==> config.mk <==
export PLATFORM = sky130hd
export DESIGN_NAME = pipe_ctrl
export DESIGN_NICKNAME = d
export VERILOG_FILES = /design/src/rtl/pipe_ctrl.sv
export SDC_FILE = /design/constraint.sdc
export NUM_CORES = 1
export LEC_CHECK = 0
export ABC_AREA = 0
export ABC_CLOCK_PERIOD_IN_PS = 5400
export CAP_MARGIN = 20
export CORE_MARGIN = 8
export CORE_UTILIZATION = 35
export DETAILED_ROUTE_END_ITERATION = 8
export PLACE_DENSITY = 0.68
export SETUP_SLACK_MARGIN = 0.5
export SLEW_MARGIN = 0
export SYNTH_ARGS = -nofsm -noshare
export SYNTH_HDL_FRONTEND = slang
export SYNTH_SLANG_ARGS = --single-unit
==> constraint.sdc <==
create_clock -name clk -period 5.4 [get_ports clk]
set_input_delay 0.54 -clock clk [delete_from_list [all_inputs] [get_ports clk]]
set_output_delay 0.54 -clock clk [all_outputs]
set_load 0.03 [all_outputs]
==> src/rtl/pipe_ctrl.sv <==
// Stage-sequencing controller for the 5-stage LC-3b pipeline: register loads,
// stage valid bits, hazard bubbles, branch squash with deferred redirect, stall counter.
module pipe_ctrl #(
   parameter int CNT_W = 16
) (
   input  logic             clk,
   input  logic             reset,
   input  logic             imem_resp,
   input  logic             dmem_resp,
   input  logic             mem_dreq,
   input  logic             mem_br_taken,
   input  logic [15:0]      mem_br_target,
   input  logic             ex_mem_read,
   input  logic [2:0]       ex_dest,
   input  logic [2:0]       id_src1,
   input  logic [2:0]       id_src2,
   input  logic             id_use_src1,
   input  logic             id_use_src2,
   output logic             imem_read,
   output logic             load_pc,
   output logic [1:0]       pc_sel,
   output logic [15:0]      redirect_pc,
   output logic             load_if_id,
   output logic             load_id_ex,
   output logic             load_ex_mem,
   output logic             load_mem_wb,
   output logic             v_id,
   output logic             v_ex,
   output logic             v_mem,
   output logic             v_wb,
   output logic [CNT_W-1:0] stall_count
);

   localparam logic [0:0] ST_RUN  = 1'b0;
   localparam logic [0:0] ST_WAIT = 1'b1;

   logic [0:0]       state_r, state_nxt_s;
   logic [15:0]      redirect_pc_r, redirect_nxt_s;
   logic             v_id_r, v_ex_r, v_mem_r, v_wb_r;
   logic             v_id_nxt_s, v_ex_nxt_s, v_mem_nxt_s, v_wb_nxt_s;
   logic [CNT_W-1:0] stall_count_r;
   logic             src_match_s, dstall_s, flush_s, hazard_s;

   assign src_match_s = (id_use_src1 & (id_src1 == ex_dest)) |
                        (id_use_src2 & (id_src2 == ex_dest));
   assign dstall_s    = v_mem_r & mem_dreq & ~dmem_resp;
   assign flush_s     = v_mem_r & mem_br_taken;
   assign hazard_s    = v_id_r & v_ex_r & ex_mem_read & src_match_s;

   // Per-cycle control decode: D-miss freeze beats squash beats load-use bubble.
   always_comb begin
      load_pc        = 1'b0;
      pc_sel         = 2'b00;
      load_if_id     = 1'b0;
      load_id_ex     = 1'b0;
      load_ex_mem    = 1'b0;
      load_mem_wb    = 1'b0;
      state_nxt_s    = state_r;
      redirect_nxt_s = redirect_pc_r;
      v_id_nxt_s     = v_id_r;
      v_ex_nxt_s     = v_ex_r;
      v_mem_nxt_s    = v_mem_r;
      v_wb_nxt_s     = v_wb_r;
      if (dstall_s) begin
         state_nxt_s = state_r;
      end else if (flush_s) begin
         load_if_id  = 1'b1;
         load_id_ex  = 1'b1;
         load_ex_mem = 1'b1;
         load_mem_wb = 1'b1;
         v_id_nxt_s  = 1'b0;
         v_ex_nxt_s  = 1'b0;
         v_mem_nxt_s = 1'b0;
         v_wb_nxt_s  = 1'b1;
         if (state_r == ST_RUN) begin
            if (imem_resp) begin
               load_pc = 1'b1;
               pc_sel  = 2'b01;
            end else begin
               // PC must not move under a pending fetch; park the target.
               redirect_nxt_s = mem_br_target;
               state_nxt_s    = ST_WAIT;
            end
         end else begin
            state_nxt_s = state_r;
         end
      end else if (hazard_s) begin
         load_id_ex  = 1'b1;
         load_ex_mem = 1'b1;
         load_mem_wb = 1'b1;
         v_ex_nxt_s  = 1'b0;
         v_mem_nxt_s = v_ex_r;
         v_wb_nxt_s  = v_mem_r;
      end else begin
         load_if_id  = 1'b1;
         load_id_ex  = 1'b1;
         load_ex_mem = 1'b1;
         load_mem_wb = 1'b1;
         v_ex_nxt_s  = v_id_r;
         v_mem_nxt_s = v_ex_r;
         v_wb_nxt_s  = v_mem_r;
         case (state_r)
            ST_RUN: begin
               if (imem_resp) begin
                  load_pc    = 1'b1;
                  pc_sel     = 2'b00;
                  v_id_nxt_s = 1'b1;
               end else begin
                  v_id_nxt_s = 1'b0;
               end
            end
            ST_WAIT: begin
               // Returning word is wrong-path; drop it and apply the parked target.
               v_id_nxt_s = 1'b0;
               if (imem_resp) begin
                  load_pc     = 1'b1;
                  pc_sel      = 2'b10;
                  state_nxt_s = ST_RUN;
               end else begin
                  state_nxt_s = ST_WAIT;
               end
            end
            default: begin
               v_id_nxt_s  = 1'b0;
               state_nxt_s = ST_RUN;
            end
         endcase
      end
   end

   // State, valid bits, redirect latch and saturating stall counter.
   always_ff @(posedge clk) begin
      if (reset) begin
         state_r       <= ST_RUN;
         redirect_pc_r <= 16'h0000;
         v_id_r        <= 1'b0;
         v_ex_r        <= 1'b0;
         v_mem_r       <= 1'b0;
         v_wb_r        <= 1'b0;
         stall_count_r <= {CNT_W{1'b0}};
      end else begin
         state_r       <= state_nxt_s;
         redirect_pc_r <= redirect_nxt_s;
         v_id_r        <= v_id_nxt_s;
         v_ex_r        <= v_ex_nxt_s;
         v_mem_r       <= v_mem_nxt_s;
         v_wb_r        <= v_wb_nxt_s;
         if (!load_pc && (stall_count_r != {CNT_W{1'b1}})) begin
            stall_count_r <= stall_count_r + {{(CNT_W-1){1'b0}}, 1'b1};
         end else begin
            stall_count_r <= stall_count_r;
         end
      end
   end

   assign imem_read   = ~reset;
   assign redirect_pc = redirect_pc_r;
   assign v_id        = v_id_r;
   assign v_ex        = v_ex_r;
   assign v_mem       = v_mem_r;
   assign v_wb        = v_wb_r;
   assign stall_count = stall_count_r;

endmodule

==> results of run 1 <==
-- cells in the final DEF, fill, tap and decap left out, types with 6 or more instances in the layout --
master	netlist	final
clkdlybuf4s50_1	0	77
nand2_1	39	39
dfxtp_1	37	37
a21oi_1	20	20
nor2_1	18	18
xnor2_1	7	7
inv_1	7	7
nand4_1	6	6
nand3_1	6	6
-- power groups by stage --
stage / combinational [W] / sequential [W] / clock (W)
after CTS: 0.0000824 / 0.000282 / 0.000291
after floorplan: 0.0000300 / 0.000296 / 0
after global routing: 0.0000884 / 0.000283 / 0.000302
final: 0.0000812 / 0.000282 / 0.000286
after detailed placement: 0.0000820 / 0.000288 / 0
after global placement: 0.0000810 / 0.000288 / 0
-- final cells by class --
| class | instances | area, um^2 |
|---|---|---|
| fill | 492 | 2280 |
| multi-input combinational | 162 | 1020 |
| timing repair buffer | 79 | 786 |
| sequential | 37 | 741 |
| tap | 70 | 87.6 |
| clock buffer | 5 | 68.8 |
| clock inverter | 3 | 65.1 |
| inverter | 7 | 26.3 |
-- Yosys cell counts, drive strengths merged, types with 2 or more instances --
| cell | number |
|---|---|
| nor3 | 2 |
| nor2b | 5 |
| nor4 | 6 |
| nor4b | 2 |
| nand4 | 8 |
| buf | 4 |
| a21oi | 21 |
| clkbuf | 4 |
| o41ai | 2 |
| nand2 | 39 |
| nand2b | 3 |
| nand3 | 7 |
| xnor2 | 7 |
| o31ai | 2 |
| inv | 7 |
| xor2 | 5 |
| o21ai | 4 |
| nor2 | 20 |
| o211ai | 4 |
| dfxtp | 37 |
| mux2 | 4 |
| or2 | 5 |
-- routing by layer --
| layer | wire length, um | up-vias |
|---|---|---|
| met5 | 0 | - |
| met4 | 42 | 0 |
| met3 | 697 | 5 |
| met2 | 2330 | 61 |
| met1 | 1980 | 829 |
| li1 | - | 901 |
-- worst min-delay path, stage by stage (launching register included) --
cell and delay, ns:
dfxtp_1 0.31, nand2_1 0.05, a21oi_1 0.05
-- sequential cells by signal (all words and copies together) (netlist names) --
register,count
v_id,1
v_ex,1
v_mem,1
redirect_pc,16
state_r,1
v_wb,1
stall_count,16
-- path summary, 6_finish.rpt --
check	slack [ns]	startpoint	cells past startpoint	to
worst max-delay path	2.23	ex_dest[1]	7	pc_sel[1]
worst min-delay path	0.45	redirect_pc[15]$_SDFFE_PP0P_	2	redirect_pc[15]$_SDFFE_PP0P_
worst max register to register	3.23	stall_count[0]$_SDFFE_PP0P_	7	stall_count[5]$_SDFFE_PP0P_
worst min register to register	0.45	redirect_pc[15]$_SDFFE_PP0P_	2	redirect_pc[15]$_SDFFE_PP0P_
-- through the flow --
step           hold slack [ns]  utilization (%)  worst slack [ns]
3_3_place_gp             0.440             52.4              2.27
4_1_cts                  0.457             55.1              2.22
5_1_grt                  0.475             55.1              2.11
6_report                 0.454             55.1              2.23
3_5_place_dp             0.449             52.4              2.23
2_1_floorplan            0.492                -              3.18
-- cell families (layout without fill, tap and decap cells) --
group / Yosys count / after routing / synth area share, %
AND/OR/NAND/NOR: 102 / 102 / 29.7
AO/OA/AOI/OAI: 42 / 42 / 16.3
flip-flops: 37 / 37 / 40.7
buffers and inverters: 15 / 94 / 3.58
XOR/XNOR: 12 / 12 / 5.78
multiplexers: 5 / 5 / 3.23
adder cells (fa/ha/maj): 1 / 1 / 0.688
==> results.yml, run 1 <==
status:
  status: "finished clean"
sta:
  slew_viol_final: 0
  final_hold_viol_count: 0
  finalSetupViolCount: 0
  period_share_pct: 58.6
  fin_crit_ns: 3.17
  worst_pin_slew_ns: 0.531
  slew_headroom_pct: 64.3
  final.setup.tns_ns: 0
  grt_setup_unrepaired: "no"
  clock_skew_ns: 0.00580
  fmax_ghz: 0.316
placement:
  port-buffer-count: 77
  dpl_cell_area_um2: 2660
  dp.cells: 355
  gp_routability_congestion: 0.767
  hpwl_um: 3880
global_route:
  grt_util_all_layers_pct: 13.8
  global_route.usage.met1_pct: 14.2
  antenna_found_initial: 0
  met3_usage_pct: 8.26
  grtUsageMet2_pct: 23.6
  grt_start_max_net_pins: 41
  busiest_layer: "met2"
  gr-total-overflow: 0
  grt_pass1_vias: 1855
  grt_first_pass_wirelength_um: 8510
floorplanning:
  die_w_um: 88.1
  rows: 26
  core-area_um2: 5070
  die_area_um2: 7760
  die_h_um: 88.1
  ios: 78
  initial_core_util_pct: 35.8
synth:
  avgSynthCellArea_um2: 8.50
  synth-main-ff-cell: "dfxtp_1"
  yosysUniqueCellTypes: 49
  netlist_instances: 214
  yosysSeqAreaShare_pct: 40.7
  ys_warn_count: 0
  ys_async_sr_fraction_pct: 0
  synth.area.top_cells: "dfxtp_1 41%, nand2_1 8.0%, a21oi_1 5.5%"
  synth_edf_count: 0
  synth_nets: 249
  ys_seq_elements: 37
  yosysTopAreaCell: "dfxtp_1"
  syn_area_um2: 1820
  netlist.area_leader.share_pct: 40.7
cts:
  cts_sinks: 37
  post-cts-setup-buffers: 0
  cts_resized: 0
  ctsLongestPathBuffers: 2
  cts_hold_buf: 0
  htree_levels: 2
  ctsRootBufferMaster: "clkbuf_8"
  clk_latency_ns: 0.29
  clk_pin_slew_worst_paths_ns: 0.07
  cts_made_buffers: 5
  cts_tree: "done"
setup_path:
  crit_slowest_cell: "clkdlybuf4s50_1"
  path_class: "input port to output pin"
  worst_path_largest_cell_delay_ns: 0.60
  cp_max_fo: 9
  worstPathCellList: "clkdlybuf4s50_1 > xnor2_1 > nand4_1 > a21oi_4 > or2_2 > nor2_1 > clkdlybuf4s50_1"
  startpoint_type: "input port"
  cp.arrival_ns: 2.63
  crit_buf_inv: 2
  critPathTopFamily: "buffers and inverters"
  crit_top_cell: "clkdlybuf4s50_1"
  required_ns: 4.86
  worstSetupEndpointType: "output pin"
pwr:
  power.leakage_nw: 0.971
  vdd_drop_max_v: 0.000136
  powerDensity_nw_per_um2: 232
  swShare_pct: 22.4
  net-switching-power_w: 0.000146
  combinationalPowerShare_pct: 12.5
  p_seq_share_pct: 43.4
  internal_power_w: 0.000503
  p_clk_share_pct: 44.1
  fin_total_pwr_w: 0.000649
route:
  drt_iter0_markers: 74
  wire_per_inst_um: 13.9
  first_pass_iters: 4
  routed_wl_um: 5050
  avgViaCountPerCell: 4.95
  via_count: 1796
  ant_nets: 0
  drc: 0
layout:
  final_layout_size_suffix_gt1_share_pct: 10.9
  area_growth_pct: 53.6
  instances_no_fill: 363
  layout.nets: 327
  antennaDiodeCount: 0
  final_area_um2: 2790
hold_path:
  hold_path.class: "flop to flop"
run:
  maxCapViolations: 0
Note: power is estimated with default switching activity, not from simulation.
==> run 2, diff against run 1 <==
--- a/config.mk
+++ b/config.mk
@@ -6,7 +6,7 @@
 export NUM_CORES = 1
 export LEC_CHECK = 0
 export ABC_AREA = 0
-export ABC_CLOCK_PERIOD_IN_PS = 5400
+export ABC_CLOCK_PERIOD_IN_PS = 3200
 export CAP_MARGIN = 20
 export CORE_MARGIN = 8
 export CORE_UTILIZATION = 35
==> constraint.sdc (replaced) <==
create_clock -name clk -period 3.2 [get_ports clk]
set_input_delay 0.32 -clock clk [delete_from_list [all_inputs] [get_ports clk]]
set_output_delay 0.32 -clock clk [all_outputs]
set_load 0.03 [all_outputs]
==> run 2 against run 1 <==
- clock power grew 25%
- global-route usage down 0.39 points
- critical path depth fell by 2
- utilization shrank 0.32 points
- non-clock buffer count grew 2
- die area unchanged
- wire length rose by 0.14%
- final cell count is 0.55% higher
- via count fell by 2.4%
==> results.yml, run 2 (same netlist as run 1, synthesis figures left out) <==
sta:
  period_share_pct: 81.4
  worst_pin_slew_ns: 0.585
  whs_ns: 0.452
  final.setup.tns_ns: 0
  slew_headroom_pct: 60.7
  finalSetupViolCount: 0
  final_hold_viol_count: 0
  timing.final.ws_setup_ns: 0.595
  slew_viol_final: 0
  clock_skew_ns: 0.00444
  grt_setup_unrepaired: "no"
  fin_crit_ns: 2.60
  fmax_ghz: 0.384
setup_path:
  r2r-end: "stall_count[5]$_SDFFE_PP0P_"
  worstReg2RegStart: "stall_count[0]$_SDFFE_PP0P_"
  rr_worst_depth: 7
  cp-startpoint: "dmem_resp"
  path_class: "input port to output pin"
  cp.arrival_ns: 2.28
  cp_max_fo: 9
  required_ns: 2.88
  reg2reg_setup_slack_ns: 0.98
  startpoint_type: "input port"
  worstSetupEndpointType: "output pin"
route:
  first_pass_iters: 4
  avgViaCountPerCell: 4.80
  drc: 0
  wire_per_inst_um: 13.9
  drt_iter0_markers: 33
  ant_nets: 0
  routed_wl_um: 5060
  via_count: 1752
floorplanning:
  rows: 26
  die_h_um: 88.1
  ios: 78
  die_area_um2: 7760
  core-area_um2: 5070
  initial_core_util_pct: 35.8
  die_w_um: 88.1
global_route:
  met3_usage_pct: 8.72
  grtUsageMet2_pct: 21.9
  busiest_layer: "met2"
  grt_first_pass_wirelength_um: 8170
  global_route.usage.met1_pct: 14.0
  grt_util_all_layers_pct: 13.5
  grt_start_max_net_pins: 40
  antenna_found_initial: 0
  gr-total-overflow: 0
  grt_pass1_vias: 1780
layout:
  layout_common_cells: "75 x clkdlybuf4s50_1, 39 x nand2_1, 37 x dfxtp_1"
  nFillCells: 509
  area_growth_pct: 52.7
  final_layout_size_suffix_gt1_share_pct: 11.5
  instances_no_fill: 365
  layout.nets: 329
  final_common_cell: "clkdlybuf4s50_1"
  antennaDiodeCount: 0
cts:
  cts_sinks: 37
  htree_levels: 2
  cts_hold_buf: 0
  ctsLongestPathBuffers: 2
  clk_pin_slew_worst_paths_ns: 0.07
  cts_tree: "done"
  clk_latency_ns: 0.29
  ctsRootBufferMaster: "clkbuf_8"
  cts_made_buffers: 5
hold_path:
  min_to: "redirect_pc[4]$_SDFFE_PP0P_"
  holdPathStages: 2
  hold_start: "redirect_pc[4]$_SDFFE_PP0P_"
  hold_path.class: "flop to flop"
run:
  maxCapViolations: 0
placement:
  place_ws_ns: 0.489
  port-buffer-count: 77
  dp.cells: 355
  gp_routability_congestion: 0.776
  hpwl_um: 3860
pwr:
  power.leakage_nw: 0.991
  powerDensity_nw_per_um2: 350
  vdd_drop_max_v: 0.000279
  fin_total_pwr_w: 0.000971
status:
  status: "finished clean"
## run 2: cell types whose count changed in the layout (fill, tap and decap cells not counted), sizes merged
cell           before  now
buf                 2    4
bufinv              2    0
clkbuf              5    7
clkdlybuf4s50      77   75
dlygate4sd2         0    1
dlymetal6s2s        0    1
## run 2: where the power goes
part / switching, W / internal (W)
combinational: 0.0000649 / 0.0000719
sequential: 0.00000781 / 0.000468
clock: 0.000164 / 0.000195
## run 2: metal layers
| layer | vias to the layer above | part of all wire, % |
|---|---|---|
| met5 | - | 0 |
| met4 | 0 | 1.0 |
| met3 | 6 | 13 |
| met2 | 54 | 45 |
| met1 | 784 | 41 |
| li1 | 908 | - |
## run 2: worst max path at each step
stage	endpoint	slack (ns)	depth (start not counted)
final	load_pc	0.60	5
after global routing	load_pc	0.52	6
after CTS	pc_sel[0]	0.55	5
after detailed placement	pc_sel[1]	0.49	7
after global placement	pc_sel[1]	0.51	7
after floorplan	stall_count[5]$_SDFFE_PP0P_	0.99	7
## run 2: repair_timing
| item | CTS | global route |
|---|---|---|
| hold endpoints to repair | 0 | 0 |
| setup buffers | 0 | 2 |
| gates resized for setup | 1 | 1 |
| setup endpoints to repair | 1 | 3 |
| pin swaps | 0 | 1 |
## run 2: area by class of cell
cell class	instances	area, um^2	share of cell area (%)
Clock buffer	7	96.3	3.47
Clock inverter	1	5.00	0.180
Inverter	7	26.3	0.946
Multi-Input combinational cell	162	1020	36.7
Sequential cell	37	741	26.7
Tap cell	70	87.6	3.15
Timing Repair Buffer	81	802	28.9
## run 2: worst max-delay path: stages
cell and delay [ns]:
clkdlybuf4s50_1 0.46, and2b_1 0.22, or3_4 0.41, o21ai_4 0.13, clkdlybuf4s50_1 0.73
## run 2: stage by stage
stage,util [%],instance area (um^2)
final,54.7,2780
after global routing,54.7,2780
after CTS,54.4,2760
after detailed placement,52.4,2660
after global placement,52.4,2660
after floorplan,-,1820
==> run 3, diff against run 2 <==
--- a/config.mk
+++ b/config.mk
@@ -6,7 +6,7 @@
 export NUM_CORES = 1
 export LEC_CHECK = 0
 export ABC_AREA = 0
-export ABC_CLOCK_PERIOD_IN_PS = 3200
+export ABC_CLOCK_PERIOD_IN_PS = 2500
 export CAP_MARGIN = 20
 export CORE_MARGIN = 8
 export CORE_UTILIZATION = 35
==> constraint.sdc (replaced) <==
create_clock -name clk -period 2.5 [get_ports clk]
set_input_delay 0.25 -clock clk [delete_from_list [all_inputs] [get_ports clk]]
set_output_delay 0.25 -clock clk [all_outputs]
set_load 0.03 [all_outputs]
==> run 3 against run 2 <==
- first-iteration DRC count rose by 110%
- final cell count is 2.5% higher
- clock power is 19% higher
- hold slack better by 0.0026 ns
==> results.yml, run 3 (same netlist as run 1, synthesis figures left out) <==
route:
  ant_nets: 0
  routed_wl_um: 5470
  via_count: 1839
  first_pass_iters: 4
  wire_per_inst_um: 14.6
  drt_iter0_markers: 68
  drc: 0
  avgViaCountPerCell: 4.92
floorplanning:
  die_area_um2: 7760
  core-area_um2: 5070
  die_h_um: 88.1
  initial_core_util_pct: 35.8
  ios: 78
  rows: 26
  die_w_um: 88.1
cts:
  cts_sinks: 37
  clk_latency_ns: 0.30
  ctsRootBufferMaster: "clkbuf_8"
  cts_tree: "done"
  cts_hold_buf: 0
  cts_made_buffers: 5
  htree_levels: 2
  clk_pin_slew_worst_paths_ns: 0.08
  ctsLongestPathBuffers: 2
sta:
  slew_headroom_pct: 63.5
  fmax_ghz: 0.512
  grt_setup_unrepaired: "yes"
  timing.final.ws_setup_ns: 0.547
  slew_viol_final: 0
  final_hold_viol_count: 0
  clock_skew_ns: 0.00681
  worst_pin_slew_ns: 0.545
  finalSetupViolCount: 0
  fin_crit_ns: 1.95
  period_share_pct: 78.1
  final.setup.tns_ns: 0
placement:
  gp_routability_congestion: 0.786
  dpl_cell_area_um2: 2740
  port-buffer-count: 77
  place_ws_ns: 0.0733
  hpwl_um: 4070
setup_path:
  rr_worst_depth: 7
  reg2reg_setup_slack_ns: 0.60
  cp.arrival_ns: 2.14
  worstSetupEndpointType: "flop"
  startpoint_type: "input port"
  cp-startpoint: "dmem_resp"
  r2r-end: "stall_count[5]$_SDFFE_PP0P_"
  path_class: "input port to flop"
  required_ns: 2.69
  cp_max_fo: 6
  endpoint: "stall_count[5]$_SDFFE_PP0P_"
  worstReg2RegStart: "state_r$_SDFFE_PP0P_"
run:
  maxCapViolations: 0
pwr:
  powerDensity_nw_per_um2: 425
  power.leakage_nw: 1.06
  vdd_drop_max_v: 0.000292
layout:
  layout.nets: 337
  multi_input_area_um2: 1070
  area_growth_pct: 58.6
  final_area_um2: 2890
  final_common_cell: "clkdlybuf4s50_1"
  seq_area_um2: 756
  layout_common_cells: "60 x clkdlybuf4s50_1, 39 x nand2_1, 25 x dfxtp_1"
  nFillCells: 500
  final_layout_size_suffix_gt1_share_pct: 21.8
status:
  status: "finished clean"
global_route:
  grt_pass1_vias: 1854
  antenna_found_initial: 1
  gr-total-overflow: 0
  grt_util_all_layers_pct: 14.2
  grt_start_max_net_pins: 40
  grt_first_pass_wirelength_um: 8670
hold_path:
  hold_path.class: "flop to flop"
  hold_start: "redirect_pc[5]$_SDFFE_PP0P_"
## run 3: changes by cell type in the layout (fill, tap and decap cells not counted), sizes merged
cell,previous run,this run
dlygate4sd2,1,3
inv,7,6
buf,4,18
clkinv,1,0
clkinvlp,0,3
diode,0,1
dlymetal6s2s,1,7
clkdlybuf4s50,75,60
## run 3: report_power, final
part	internal [W]	switching, W
registers	0.000599	0.0000106
clock network	0.000197	0.000231
logic	0.0000985	0.0000920
## run 3: layout make-up
type / instances / share of cell area (%)
multi-input combinational: 162 / 37.2
timing repair buffer: 89 / 29.4
sequential: 37 / 26.2
tap: 70 / 3.04
clock buffer: 6 / 2.52
inverter: 7 / 1.04
clock inverter: 2 / 0.520
antenna: 1 / 0.0867
## run 3: what timing repair did
action / in CTS / in global routing
resized for setup: 25 / 20
cloned: 0 / 0
endpoints found under the setup margin: 10 / 14
pin swaps: 3 / 11
setup buffers: 1 / 2
## run 3: worst min path at each step
stage	end	cells past startpoint
final	redirect_pc[5]$_SDFFE_PP0P_	2
after global routing	redirect_pc[7]$_SDFFE_PP0P_	2
after CTS	redirect_pc[9]$_SDFFE_PP0P_	2
after detailed placement	redirect_pc[9]$_SDFFE_PP0P_	2
after global placement	redirect_pc[12]$_SDFFE_PP0P_	2
after floorplan	redirect_pc[0]$_SDFFE_PP0P_	2
## run 3: stage by stage
stage                     util [%]  total power, W  std cells  hold slack (ns)
after floorplan                  -        0.000706        214            0.386
after global placement        54.0        0.000807        362            0.441
after detailed placement      54.0        0.000809        362            0.447
after CTS                     55.9         0.00124        371            0.457
after global routing          56.9         0.00128        374            0.474
final                         56.9         0.00123        374            0.455
## run 3: metal layers
metal	up-vias	GRT usage (%)	routed length (um)
met5	-	0	0
met4	0	5.84	110
met3	12	9.85	712
met2	69	21.5	2400
met1	833	15.1	2240
li1	925	-	-
## run 3: worst max-delay path, cell delays in order
cell,delay [ns]
clkdlybuf4s50_1,0.40
and2b_1,0.23
or3_4,0.18
clkinvlp_4,0.17
nor4b_2,0.40
nor2_4,0.11
nor2_2,0.11
mux2_4,0.29
